### src/rtl/demux_1to2_reg_pkg.sv
// Shared constants for the 1:2 demux: default widths and select encodings.
// The select encodings match the ones used by the core's mux select generation.
package demux_1to2_reg_pkg;

  localparam int NB_DATA_DEF = 32;
  localparam int NB_CNT_DEF  = 32;

  typedef enum logic {
    SEL_A = 1'b0,
    SEL_B = 1'b1
  } sel_e;

  // A one-entry slot can take a new beat when it is empty or emptying this cycle.
  function automatic logic slot_free(input logic valid, input logic ready);
    return !valid || ready;
  endfunction

endpackage

### src/rtl/demux_1to2_reg_if.sv
// Producer/consumer bundle for demux_1to2_reg. Counter signals exist only when
// the DEMUX_CNT_EN macro is defined.
interface demux_1to2_reg_if
  import demux_1to2_reg_pkg::*;
#(
  parameter int NB_DATA = NB_DATA_DEF
`ifdef DEMUX_CNT_EN
  , parameter int NB_CNT = NB_CNT_DEF
`endif
) ();

  logic               i_valid;
  logic [NB_DATA-1:0] i_data;
  logic               i_sel;
  logic               o_ready;

  logic               o_valid_a;
  logic [NB_DATA-1:0] o_data_a;
  logic               i_ready_a;

  logic               o_valid_b;
  logic [NB_DATA-1:0] o_data_b;
  logic               i_ready_b;

`ifdef DEMUX_CNT_EN
  logic [NB_CNT-1:0]  o_cnt_a;
  logic [NB_CNT-1:0]  o_cnt_b;
`endif

  // Demux side.
  modport slave (
    input  i_valid, i_data, i_sel, i_ready_a, i_ready_b,
    output o_ready, o_valid_a, o_data_a, o_valid_b, o_data_b
`ifdef DEMUX_CNT_EN
    , output o_cnt_a, o_cnt_b
`endif
  );

  // Producer plus both consumers.
  modport master (
    output i_valid, i_data, i_sel, i_ready_a, i_ready_b,
    input  o_ready, o_valid_a, o_data_a, o_valid_b, o_data_b
`ifdef DEMUX_CNT_EN
    , input o_cnt_a, o_cnt_b
`endif
  );

endinterface

### src/rtl/demux_1to2_reg_pipe_slot.sv
// One-entry valid/data register: loads on i_load, clears valid on drain, and
// reports whether it can accept a beat this cycle.
module demux_1to2_reg_pipe_slot
  import demux_1to2_reg_pkg::*;
#(
  parameter int NB_DATA = NB_DATA_DEF
) (
  input  logic               i_clk,
  input  logic               i_rst,
  input  logic               i_load,
  input  logic [NB_DATA-1:0] i_data,
  input  logic               i_ready,
  output logic               o_valid,
  output logic [NB_DATA-1:0] o_data,
  output logic               o_free
);

  assign o_free = slot_free(o_valid, i_ready);

  // Load wins over drain so a simultaneous drain+load keeps valid high with no
  // bubble; a plain drain leaves the data register untouched.
  always_ff @(posedge i_clk) begin
    // NOTE: non-blocking assignments so valid and data both update from pre-edge values.
    if (i_rst) begin
      o_valid <= 1'b0;
      o_data  <= '0;
    end else if (i_load) begin
      o_valid <= 1'b1;
      o_data  <= i_data;
    end else if (i_ready) begin
      o_valid <= 1'b0;
    end
  end

endmodule

### src/rtl/demux_1to2_reg.sv
// Registered 1:2 demultiplexer with valid/ready flow control; one slot per channel.
// Optional per-channel drain counters are built when DEMUX_CNT_EN is defined.
module demux_1to2_reg
  import demux_1to2_reg_pkg::*;
#(
  parameter int NB_DATA = NB_DATA_DEF
`ifdef DEMUX_CNT_EN
  , parameter int NB_CNT = NB_CNT_DEF
`endif
) (
  input  logic               i_clk,
  input  logic               i_rst,
  demux_1to2_reg_if.slave    bus
);

  sel_e sel;
  logic free_a;
  logic free_b;
  logic accept;
  logic load_a;
  logic load_b;

  assign sel = sel_e'(bus.i_sel);

  // Ready follows the selected slot only, so a stalled channel never blocks the other.
  assign bus.o_ready = (sel == SEL_B) ? free_b : free_a;
  assign accept      = bus.i_valid && bus.o_ready;
  assign load_a      = accept && (sel == SEL_A);
  assign load_b      = accept && (sel == SEL_B);

  demux_1to2_reg_pipe_slot #(
    .NB_DATA (NB_DATA)
  ) u_slot_a (
    .i_clk   (i_clk),
    .i_rst   (i_rst),
    .i_load  (load_a),
    .i_data  (bus.i_data),
    .i_ready (bus.i_ready_a),
    .o_valid (bus.o_valid_a),
    .o_data  (bus.o_data_a),
    .o_free  (free_a)
  );

  demux_1to2_reg_pipe_slot #(
    .NB_DATA (NB_DATA)
  ) u_slot_b (
    .i_clk   (i_clk),
    .i_rst   (i_rst),
    .i_load  (load_b),
    .i_data  (bus.i_data),
    .i_ready (bus.i_ready_b),
    .o_valid (bus.o_valid_b),
    .o_data  (bus.o_data_b),
    .o_free  (free_b)
  );

`ifdef DEMUX_CNT_EN
  logic [NB_CNT-1:0] cnt_a;
  logic [NB_CNT-1:0] cnt_b;

  // Count delivered beats (consumer handshakes); wraps naturally at 2^NB_CNT.
  always_ff @(posedge i_clk) begin
    if (i_rst) begin
      cnt_a <= '0;
      cnt_b <= '0;
    end else begin
      if (bus.o_valid_a && bus.i_ready_a) cnt_a <= cnt_a + 1'b1;
      if (bus.o_valid_b && bus.i_ready_b) cnt_b <= cnt_b + 1'b1;
    end
  end

  assign bus.o_cnt_a = cnt_a;
  assign bus.o_cnt_b = cnt_b;
`endif

endmodule

### src/flat_wrapper.sv
// flat-port wrapper written by rule: the top's interface ports become plain ports
module demux_1to2_reg_flat import demux_1to2_reg_pkg::*;
#(
  parameter int NB_DATA = NB_DATA_DEF

)
  (i_clk, i_rst, bus_i_valid, bus_i_data, bus_i_sel, bus_i_ready_a, bus_i_ready_b, bus_o_ready, bus_o_valid_a, bus_o_data_a, bus_o_valid_b, bus_o_data_b);
  demux_1to2_reg_if #(.NB_DATA(NB_DATA)) bus_i ();
  input  logic i_clk;
  input  logic i_rst;
  input wire logic [$bits(bus_i.i_valid)-1:0] bus_i_valid;
  input wire logic [$bits(bus_i.i_data)-1:0] bus_i_data;
  input wire logic [$bits(bus_i.i_sel)-1:0] bus_i_sel;
  input wire logic [$bits(bus_i.i_ready_a)-1:0] bus_i_ready_a;
  input wire logic [$bits(bus_i.i_ready_b)-1:0] bus_i_ready_b;
  output wire logic [$bits(bus_i.o_ready)-1:0] bus_o_ready;
  output wire logic [$bits(bus_i.o_valid_a)-1:0] bus_o_valid_a;
  output wire logic [$bits(bus_i.o_data_a)-1:0] bus_o_data_a;
  output wire logic [$bits(bus_i.o_valid_b)-1:0] bus_o_valid_b;
  output wire logic [$bits(bus_i.o_data_b)-1:0] bus_o_data_b;
  assign bus_i.i_valid = bus_i_valid;
  assign bus_i.i_data = bus_i_data;
  assign bus_i.i_sel = bus_i_sel;
  assign bus_i.i_ready_a = bus_i_ready_a;
  assign bus_i.i_ready_b = bus_i_ready_b;
  assign bus_o_ready = bus_i.o_ready;
  assign bus_o_valid_a = bus_i.o_valid_a;
  assign bus_o_data_a = bus_i.o_data_a;
  assign bus_o_valid_b = bus_i.o_valid_b;
  assign bus_o_data_b = bus_i.o_data_b;
  demux_1to2_reg #(.NB_DATA(NB_DATA)) u_core (.i_clk(i_clk), .i_rst(i_rst), .bus(bus_i));
endmodule
### config.mk
export PLATFORM = sky130hd
export DESIGN_NAME = demux_1to2_reg_flat
export DESIGN_NICKNAME = d
export VERILOG_FILES = /design/src/rtl/demux_1to2_reg_pkg.sv /design/src/rtl/demux_1to2_reg_if.sv /design/src/rtl/demux_1to2_reg_pipe_slot.sv /design/src/rtl/demux_1to2_reg.sv /design/src/flat_wrapper.sv
export SDC_FILE = /design/constraint.sdc
export NUM_CORES = 1
export LEC_CHECK = 0
export ABC_CLOCK_PERIOD_IN_PS = 2400
export CAP_MARGIN = 20
export CORE_MARGIN = 2
export CORE_UTILIZATION = 23
export CTS_BUF_LIST = sky130_fd_sc_hd__clkbuf_2
export DETAILED_ROUTE_END_ITERATION = 12
export SETUP_SLACK_MARGIN = 0.4
export SYNTH_ARGS = -nofsm -noshare
export SYNTH_HDL_FRONTEND = slang
export SYNTH_SLANG_ARGS = --single-unit
### constraint.sdc
create_clock -name i_clk -period 2.4 [get_ports i_clk]
set_input_delay 0.6 -clock i_clk [delete_from_list [all_inputs] [get_ports i_clk]]
set_output_delay 0.6 -clock i_clk [all_outputs]
set_load 0.02 [all_outputs]
* Word level (Yosys, flattened, before mapping)
Cells that the tools add are included.
** Word-level totals
- Flip-flop bits (word level) :: 66
- Output and inout bits :: 67
- Word-level logic and storage cells :: 19
** Operators by class
- Multiplexer cells :: 5
- Bitwise gates (word level) :: 1
- Reductions and logical operators :: 9
** Operator list (count)
- $mux 1 :: 5
- $reduce_bool 2->1 :: 2
- $logic_and 1x1->1 :: 3
- $logic_not 1->1 :: 2
- $logic_or 1x1->1 :: 2
- $not 1->1 :: 1

* Longest topological paths before layout
Gate-level depths: netlist of the first run.
- Word-level depth :: 6
- Gate-level depth with buffers :: 5

* Modules after synthesis
Synthesis of the first run repeated with hierarchy kept, for this count alone.
** Unflattened totals
- Cells, all modules :: 219
- Area, all modules :: 2442.3 um^2
** By module, submodules not included
- demux_1to2_reg_pipe_slot :: instances 2, cells an instance 108, area each 1204.9 um^2, seq. area each 660.6 um^2
- demux_1to2_reg :: instances 1, cells an instance 3, area each 32.5 um^2, seq. area each 0.0 um^2

* Worst setup path before layout of the first run
No wires, ideal clock.
- Path type :: input to output
- Start :: in bus_i_ready_b
- End :: out bus_o_ready
- Arrival time :: 1.052 ns
- Data required time :: 1.800 ns
- Slack :: 0.748 ns
- Stages on the path :: 2
- Buffers on the path :: 0
- Cells stage by stage :: nand2b_4 -> mux2_2
** On the way
- Longest elaborated chain between the ends :: 2
** Ends and longest elaborated chain
- start: declaration :: RTL line flat_wrapper.sv:15 : input wire logic [$bits(bus_i.i_ready_b)-1:0] bus_i_ready_b;
- $logic_or 1x1->1 :: RTL line demux_1to2_reg_pkg.sv:15 : return !valid || ready;
- $mux 1 :: RTL line demux_1to2_reg.sv:26 : assign bus.o_ready = (sel == SEL_B) ? free_b : free_a;
- end: declaration :: RTL line flat_wrapper.sv:16 : output wire logic [$bits(bus_i.o_ready)-1:0] bus_o_ready;
Every way passes these cells.

* Final worst setup path of the first run
- Start :: reg u_core.u_slot_a.o_valid
- End :: out bus_o_ready
** On the way
- Longest elaborated chain between the ends :: 3
** Ends and longest elaborated chain
- start: declaration :: RTL line demux_1to2_reg_pipe_slot.sv:13 : output logic o_valid,
- start signal: assignment :: RTL line demux_1to2_reg_pipe_slot.sv:25 : o_valid <= 1'b0;
- start signal: assignment :: RTL line demux_1to2_reg_pipe_slot.sv:28 : o_valid <= 1'b1;
- start signal: assignment :: RTL line demux_1to2_reg_pipe_slot.sv:31 : o_valid <= 1'b0;
- $logic_not 1->1 :: RTL line demux_1to2_reg_pkg.sv:15
- $logic_or 1x1->1 :: RTL line demux_1to2_reg_pkg.sv:15
- $mux 1 :: RTL line demux_1to2_reg.sv:26
Every way passes these cells.

==> results by group, run 1 <==
Outcome
  • Outcome: completed

Routing
  • Wire per inst: ~13 um
  • # DRC: 0
  • Final ANT Viol Nets: 0
  • First-pass iteration count of the detailed router: 4
  • Drt total wl: between 6000 and 7000 um
  • DR vias/cell: 4.10
  • Via count: slightly above 2000
  • Initial drt markers: 77

Synth
  • Yosys reg bits: 66
  • Syn nets: 290
  • Post-synthesis cell type count: 15
  • Synth area leader: dfxtp_1
  • Post-synthesis sequential area ratio: 47.7%
  • Synth Instances: about 250
  • Syn Area/Cell: 11.0 sq um
  • Synth top area share: 47.7%
  • Synth area leaders: dfxtp_1, mux2i_1, nand2b_1
  • Synthesized area: about 0.0028 sq mm
  • Yosys warns: 0

Clocking
  • Inserted Clock Buffers: 9
  • Total setup buffers inserted after CTS: 0
  • Max clock buf depth: 2
  • Root Driver: clkbuf_2
  • Worst-Skew Late Latency: about 0.52 ns
  • Clock Pin Slew Worst Setup and Hold Paths: ~0.18 ns
  • CTS tree: done
  • CTS Hold Bufs: 0
  • Clk sinks: 66
  • H-tree depth: 3

Floorplanning
  • Die width: 114 um
  • Chip height: 114 um
  • Initial Util: 23.4%
  • Die area: 0.0129 sq mm
  • I/O pin cnt: 105
  • Core Region: 0.0119 sq mm
  • # rows: 40

Timing
  • Slew Limit Headroom: 74.9%
  • FMAX: 508 MHz
  • Final hold viol count: 0
  • Clock skew: 0.0317 ns
  • Slew Limit Fails: 0
  • Fin crit share: 82.0%
  • Finish-stage setup viols: 0
  • Worst-Margin Slew: around 0.38 ns
  • Period minus WS final: between 1.5 and 2 ns
  • RSZ-0062 raised after global routing: true
  • TNS Setup: 0 ns

Power and ir drop
  • P_int: between 1 and 1.5 mW
  • NetSw: 0.592 mW
  • Worst VDD drop: 0.210 mV
  • Switching Fraction: 28.6%
  • Sequential share of power: between 50% and 60%
  • PD cells: roughly 520 mW/mm^2
  • Combinational power share: 19.0%
  • Leakage: 1.91 nW
  • Clock power frac: 23.8%

Worst setup path
  • Setup CP Type: register to output pin
  • Worst R2R Path Depth: 5
  • Worst r2r src: u_core.u_slot_a.o_valid
  • Crit path capture type: output pin
  • Worst path top cell family by delay: flip-flops
  • Max stage delay cell, worst path: dfxtp_2
  • CP Cell Sequence: nand2b_4 > mux2_4 > buf_6
  • CP Data Required Time: 1.80 ns
  • Worst-path fanout max: 2
  • Crit path DAT: about 1.4 ns
  • Critical path's largest stage delay: around 0.39 ns
  • Worst r2r dst: u_core.u_slot_a.o_data[15]
  • CP startpoint kind: register
  • R2r setup slk: 1.12 ns
  • Worst Path Buf+Inv: 1

Global route
  • Total grt overflow: 0
  • First-pass GRT wire length: 10300 um
  • GRT Total Usage: 10.5%
  • Largest net degree at the start of global routing: 99
  • Number of global-route vias before repair: between 2000 and 2500
  • Initial antenna violation count: 0

Cells and area
  • Layout cells sized above 1: between 7 and 8%
  • Antenna diodes: 0
  • Area Growth Syn to Fin: 42.4%
  • Util after Layout: roughly 33%
  • Nets: 396
  • Final cell count without fillers: 507

Hold path
  • Cells on Worst Hold Path: 4
  • Hold_sp: bus_i_ready_a
  • Worst hold path class: input pin to register
  • Hold EP: u_core.u_slot_a.o_valid

Placement
  • Routability cong.: roughly 0.72
  • IO buf count: 104
  • Placed instance count: 494
  • DP HPWL: 4360 um

Run
  • Max-cap viol count: 0
worst reg2reg max path: stages, from the launching register on:
cell	delay, ns
dfxtp_2	0.37
nand2b_4	0.06
buf_4	0.11
and3b_1	0.20
buf_12	0.22
mux2i_1	0.23
how the worst max path moves through the flow:
stage / start / to / cells past startpoint
final: u_core.u_slot_a.o_valid / bus_o_ready / 3
after floorplan: bus_i_ready_b / bus_o_ready / 2
after CTS: bus_i_sel / bus_o_ready / 3
after detailed placement: bus_i_sel / bus_o_ready / 3
after global placement: bus_i_sel / bus_o_ready / 3
after global routing: u_core.u_slot_b.o_valid / bus_o_ready / 3
metal layers:
metal	routed length, um	share of wire (%)	vias up	track usage [%]
met1	2810	43	963	12.1
met2	2940	46	67	16.3
li1	-	-	1035	-
met4	164	2.5	0	6.10
met3	540	8.4	12	4.30
met5	0	0	-	0
placed cells by master, fill, tap and decap left out, drive strengths merged:
cell and n:
a21oi 2, and3b 1, dlygate4sd2 66, nand3b 1, dfxtp 66, mux2i 64
and3 1, mux2 1, clkbuf 11, nand2b 98, clkinv 2, dlymetal6s2s 3
clkdlybuf4s50 33, nand3 1, buf 10
through the flow:
stage	area [sq um]	worst slack (ns)	hold slack [ns]	power, mW
2_1_floorplan	2770	0.748	0.545	1.44
3_3_place_gp	3950	-0.149	0.461	1.64
3_5_place_dp	3950	-0.173	0.462	1.65
4_1_cts	3930	0.210	0.467	2.13
5_1_grt	3950	0.338	0.406	2.20
6_report	3950	0.433	0.452	2.07
kinds of logic after synthesis:
logic type             count (synthesis)  synth area share [%]
buffers and inverters                 17                  4.52
and+or+nand+nor                      102                  23.9
muxes                                 65                  23.5
DFF                                   66                  47.7
AOI/OAI and AO/OA                      2                 0.361
power groups by stage:
| stage | registers, mW | logic [mW] | clock network (mW) |
|---|---|---|---|
| floorplan | 1.28 | 0.161 | 0 |
| global placement | 1.21 | 0.434 | 0 |
| detailed placement | 1.21 | 0.438 | 0 |
| CTS | 1.18 | 0.399 | 0.543 |
| global route | 1.19 | 0.422 | 0.587 |
| finish | 1.18 | 0.392 | 0.492 |
final cells by class:
class | count | area [sq um]
Timing Repair Buffer | 112 | 1050
Clock inverter | 2 | 7.51
Tap cell | 147 | 184
Clock buffer | 11 | 55.1
Sequential cell | 66 | 1320
Fill cell | 1232 | 7920
Multi-Input combinational cell | 169 | 1330
cell usage after synthesis (all sizes together):
library cell and count:
clkbuf 8, a21oi 2, and3 1, mux2i 64
nand3b 1, nand3 1, mux2 1, and3b 1
dfxtp 66, buf 9, nand2b 98
timing repair:
action,4_1_cts,5_1_grt
setup endpoints to repair,67,1
pin swaps,0,0
gates resized for setup,70,8
state kept, by name, summed over array words and instances, names as in the netlist:
signal and flops:
u_core.u_slot_b.o_data 32, u_core.u_slot_b.o_valid 1, u_core.u_slot_a.o_valid 1, u_core.u_slot_a.o_data 32
Power figures use the tool's default switching activity.
==> run 2: changes to the inputs <==
ABC_CLOCK_PERIOD_IN_PS = 1900   (was 2400)
clock period = 1.9 ns   (was 2.4 ns; I/O delays follow)
==> results by group, run 2 (same netlist as run 1, synthesis figures left out) <==
Outcome
  • Outcome: completed

Cells and area
  • Commonest non-fill, non-tap cell in the layout: nand2b_1
  • Commonest non-fill, non-tap cells in the layout: nand2b_1, dfxtp_2, buf_6
  • FILL cells: 1199 (-2.7%)
  • Nets: 411 (+3.8%)
  • Layout cells sized above 1: 46.8% (+39 points)
  • Antenna diodes: 0 (unchanged)
  • Util after Layout: 36.5% (+3.2 points)
  • Area Growth Syn to Fin: 56.2%
  • Total area of sequential cells: 0.00140 sq mm (+6.0%)
  • Area of the multi-input gates: 0.00133 sq mm (unchanged)
  • Top Registers: u_core.u_slot_a.o_data (32), u_core.u_slot_b.o_data (32)

Run
  • Max-cap viol count: 0 (unchanged)

Power and ir drop
  • Worst VDD drop: 0.284 mV (+35%)
  • Leakage: 1.91 nW (about the same)
  • PD cells: 645 mW/mm^2 (+23%)

Timing
  • Worst-Margin Slew: 0.326 ns (-0.0503 ns)
  • RSZ-0062 raised after global routing: true
  • Finish-stage setup viols: 0 (unchanged)
  • TNS Setup: 0 ns (unchanged)
  • Final hold viol count: 0 (unchanged)
  • Period minus WS final: around 1.9 ns
  • Slew Limit Fails: 0 (unchanged)
  • FMAX: about 530 MHz
  • Fin crit share: 99.2%
  • Slew Limit Headroom: 78.2% (+3.4 points)
  • Clock skew: 0.0285 ns (-0.00323 ns)

Routing
  • DR vias/cell: 4.04 (-1.4%)
  • First-pass iteration count of the detailed router: 4 (unchanged)
  • Via count: 2121 (+2.1%)
  • Wire per inst: 12.7 um (about the same)
  • Drt total wl: 6680 um (+3.5%)
  • # DRC: 0 (unchanged)
  • Final ANT Viol Nets: 0 (unchanged)
  • Initial drt markers: 86 (+12%)

Worst setup path
  • Crit path DAT: 1.41 ns (+0.04 ns)
  • Crit path capture type: output pin
  • CP Cell Sequence: clkdlybuf4s50_1 > nand2b_4 > mux2_4 > buf_6
  • Max stage delay cell, worst path: clkdlybuf4s50_1
  • Critical path's largest stage delay: 0.40 ns (about the same)
  • CP startpoint kind: input pin
  • CP Data Required Time: 1.42 ns (-0.38 ns)
  • Worst-path fanout max: 2 (unchanged)
  • Setup CP Type: input pin to output pin

Clocking
  • Clock Pin Slew Worst Setup and Hold Paths: 0.19 ns (about the same)
  • Clk sinks: 66 (unchanged)
  • Max clock buf depth: 2 (unchanged)
  • Root Driver: clkbuf_2
  • H-tree depth: 3 (unchanged)
  • Worst-Skew Late Latency: 0.48 ns (-0.04 ns)
  • Inserted Clock Buffers: 9 (unchanged)
  • CTS Hold Bufs: 0 (unchanged)
  • CTS tree: done

Floorplanning
  • I/O pin cnt: 105 (unchanged)
  • Chip height: 114 um (unchanged)
  • # rows: 40 (unchanged)
  • Die area: 0.0129 sq mm (unchanged)
  • Initial Util: 23.4% (unchanged)
  • Die width: 114 um (unchanged)
  • Core Region: 0.0119 sq mm (unchanged)

Placement
  • IO buf count: 104 (unchanged)
  • Routability cong.: 0.704 (-1.7%)
  • DP HPWL: 4400 um (+0.95%)

Global route
  • Initial antenna violation count: 0 (unchanged)
  • GRT Total Usage: 10.5% (+0.082 points)
  • Largest net degree at the start of global routing: 99 (unchanged)
  • Number of global-route vias before repair: 2159 (unchanged)
  • First-pass GRT wire length: 10700 um (+3.7%)
  • Total grt overflow: 0 (unchanged)

Hold path
  • Worst hold path class: input pin to register
-- run 2: worst paths after layout --
| check | start | end | slack (ns) | cells after the start |
|---|---|---|---|---|
| worst max-delay path | bus_i_ready_b | bus_o_ready | 0.02 | 4 |
| worst min-delay path | i_rst | u_core.u_slot_a.o_valid | 0.45 | 3 |
| worst max register to register | u_core.u_slot_a.o_valid | u_core.u_slot_a.o_data[1] | 0.56 | 6 |
| worst min register to register | u_core.u_slot_b.o_data[26] | u_core.u_slot_b.o_data[26] | 0.49 | 2 |
-- run 2: metrics by stage --
stage / hold WS [ns] / total power [mW] / instance area (sq um) / cells / setup WS, ns
3_3_place_gp: 0.461 / 2.08 / 3980 / 495 / -0.397
4_1_cts: 0.402 / 2.83 / 4220 / 514 / 0.0149
6_report: 0.451 / 2.79 / 4330 / 525 / 0.0160
5_1_grt: 0.447 / 2.97 / 4330 / 525 / -0.0151
2_1_floorplan: 0.545 / 1.82 / 2770 / 252 / 0.498
3_5_place_dp: 0.461 / 2.09 / 3980 / 495 / -0.410
-- run 2: metal layers --
metal | GRT usage [%] | up-vias | part of all wire (%)
met3 | 3.67 | 9 | 6.8
met1 | 12.7 | 983 | 43
met5 | 0 | - | 0
met4 | 4.39 | 0 | 1.5
li1 | - | 1065 | -
met2 | 17.2 | 64 | 49
-- run 2: cell type report --
type                       count  share of cell area (%)
clock buffer                  12                    1.39
clock inverter                 4                   0.434
multi-input combinational    169                    30.7
sequential                    66                    32.4
tap                          147                    4.25
timing repair buffer         127                    30.8
-- run 2: repair_timing --
action | 4_1_cts | 5_1_grt
endpoints found under the setup margin | 67 | 65
gates resized for setup | 456 | 13
buffers inserted | 3 | 11
gates cloned | 0 | 0
-- run 2: where the power goes --
part	total, mW	leakage (nW)	internal, mW	switching (mW)
clock network	0.675	0.0631	0.179	0.496
logic	0.588	1.28	0.338	0.250
registers	1.53	0.568	1.47	0.0533
-- run 2: worst max-delay path: cells and delay by family --
kind	cells	cell delay (ns)
buf+inv	2	0.53
simple gates	1	0.14
mux	1	0.26
==> RTL edit (flow settings as in run 2) <==
Change the package constant `NB_DATA_DEF` from 32 to 16.
--- a/src/rtl/demux_1to2_reg_pkg.sv
+++ b/src/rtl/demux_1to2_reg_pkg.sv
@@ -2,7 +2,7 @@
 // The select encodings match the ones used by the core's mux select generation.
 package demux_1to2_reg_pkg;
 
-  localparam int NB_DATA_DEF = 32;
+  localparam int NB_DATA_DEF = 16;
   localparam int NB_CNT_DEF  = 32;
 
   typedef enum logic {
Ports: changed (resized bus_i_data, bus_o_data_a and bus_o_data_b); port bits go from 105 to 57. No check against the original RTL was run, so the function may have changed too.
==> RTL edit against run 2 <==
Sequential share of layout area is 2.8 points higher; clock skew decreased by 17 ps; power down 51%; final area fell by 53%; die area decreased by 46%; sequential power fell by 49%; core utilization shrank 3.8 points; global-route usage shrank 1.7 points; synthesized area decreased by 47%; setup slack improved by 180 ps; routed wire length shrank 55%; sequential cell count is 32 lower; largest cell class is now multi-input gates; highest routed layer unchanged.
==> RTL edit: results <==
INSERT INTO impl_metrics (metric_group, metric, value, unit) VALUES
('timing', 'finClkSkew', '11.5', 'ps'),
('hold_path', 'worstHoldPathCells', '2', ''),
('clock_tree', 'cts_inserted_buffers', '5', ''),
('worst_setup_path', 'critPathSlowestCell', 'sky130_fd_sc_hd__mux2_4', ''),
('grt', 'first_pass_grt_wire_length', '5000', 'um'),
('pwr', 'power.sequential.fraction', '0.571', ''),
('pwr', 'power_switching_share', '0.280', ''),
('grt', 'global_route.usage.met1', '0.111', ''),
('route', 'wl_per_cell', '11.1', 'um'),
('yosys', 'synth.yosys.seq_area_share', '0.465', ''),
('route', 'wl_met3', '216', 'um'),
('placed_design', 'finalWeightedCongestion', '0.697', ''),
('placed_design', 'placedCellCount', '260', ''),
('hold_path', 'min-delay-start', 'u_core.u_slot_b.o_data[7]', ''),
('grt', 'globalRouteMet3Util', '0.0415', ''),
('timing', 'max-slew-margin-rel', '0.836', ''),
('yosys', 'synth.top_cells.by_area', 'sky130_fd_sc_hd__dfxtp_1 47%, sky130_fd_sc_hd__mux2i_1 22%, sky130_fd_sc_hd__nand2b_1 21%', ''),
('timing', 'fin_hold_ws', '474', 'ps'),
('pwr', 'powerDensity', '668', 'nW/um^2'),
('worst_setup_path', 'worst_flop_to_flop_path_endpoint', 'u_core.u_slot_b.o_data[11]', ''),
('worst_setup_path', 'crit_path_max_incr_delay', '270', 'ps'),
('finish', 'nFillCells', '669', ''),
('route', 'route.layer.met1.wl', '1390', 'um'),
('status', 'outcome', 'completed', ''),
('pwr', 'static_power_due_to_leakage', '0.948', 'nW');
-- RTL edit: cell types whose count changed in the layout (fill, tap and decap cells not counted), sizes merged --
cell                  run 2  this run
clkdlybuf4s50            34        18
dfxtp                    66        34
clkdlybuf4s15             0         2
clkinv                    4         2
buf                      91        38
clkbuf                   12         6
mux2i                    64        32
dlygate4sd2               2         4
nand2b                   98        50
-- RTL edit: area by class of cell --
type,instances,area (sq um),share of cell area
Sequential cell,34,718,0.352
Timing Repair Buffer,62,462,0.226
Clock inverter,2,8.76,0.00429
Clock buffer,6,30.0,0.0147
Multi-Input combinational cell,89,724,0.355
Tap cell,77,96.3,0.0472
-- RTL edit: through the flow --
step | worst slack, ps | TNS [ps]
floorplan | 491 | 0
global placement | -403 | -403
detailed placement | -418 | -418
CTS | 186 | 0
global route | 156 | 0
finish | 192 | 0
-- RTL edit: what timing repair did --
action                     in CTS  in global routing
gates resized for setup       150                 21
setup endpoints to repair      35                 17
setup buffers                   1                  1
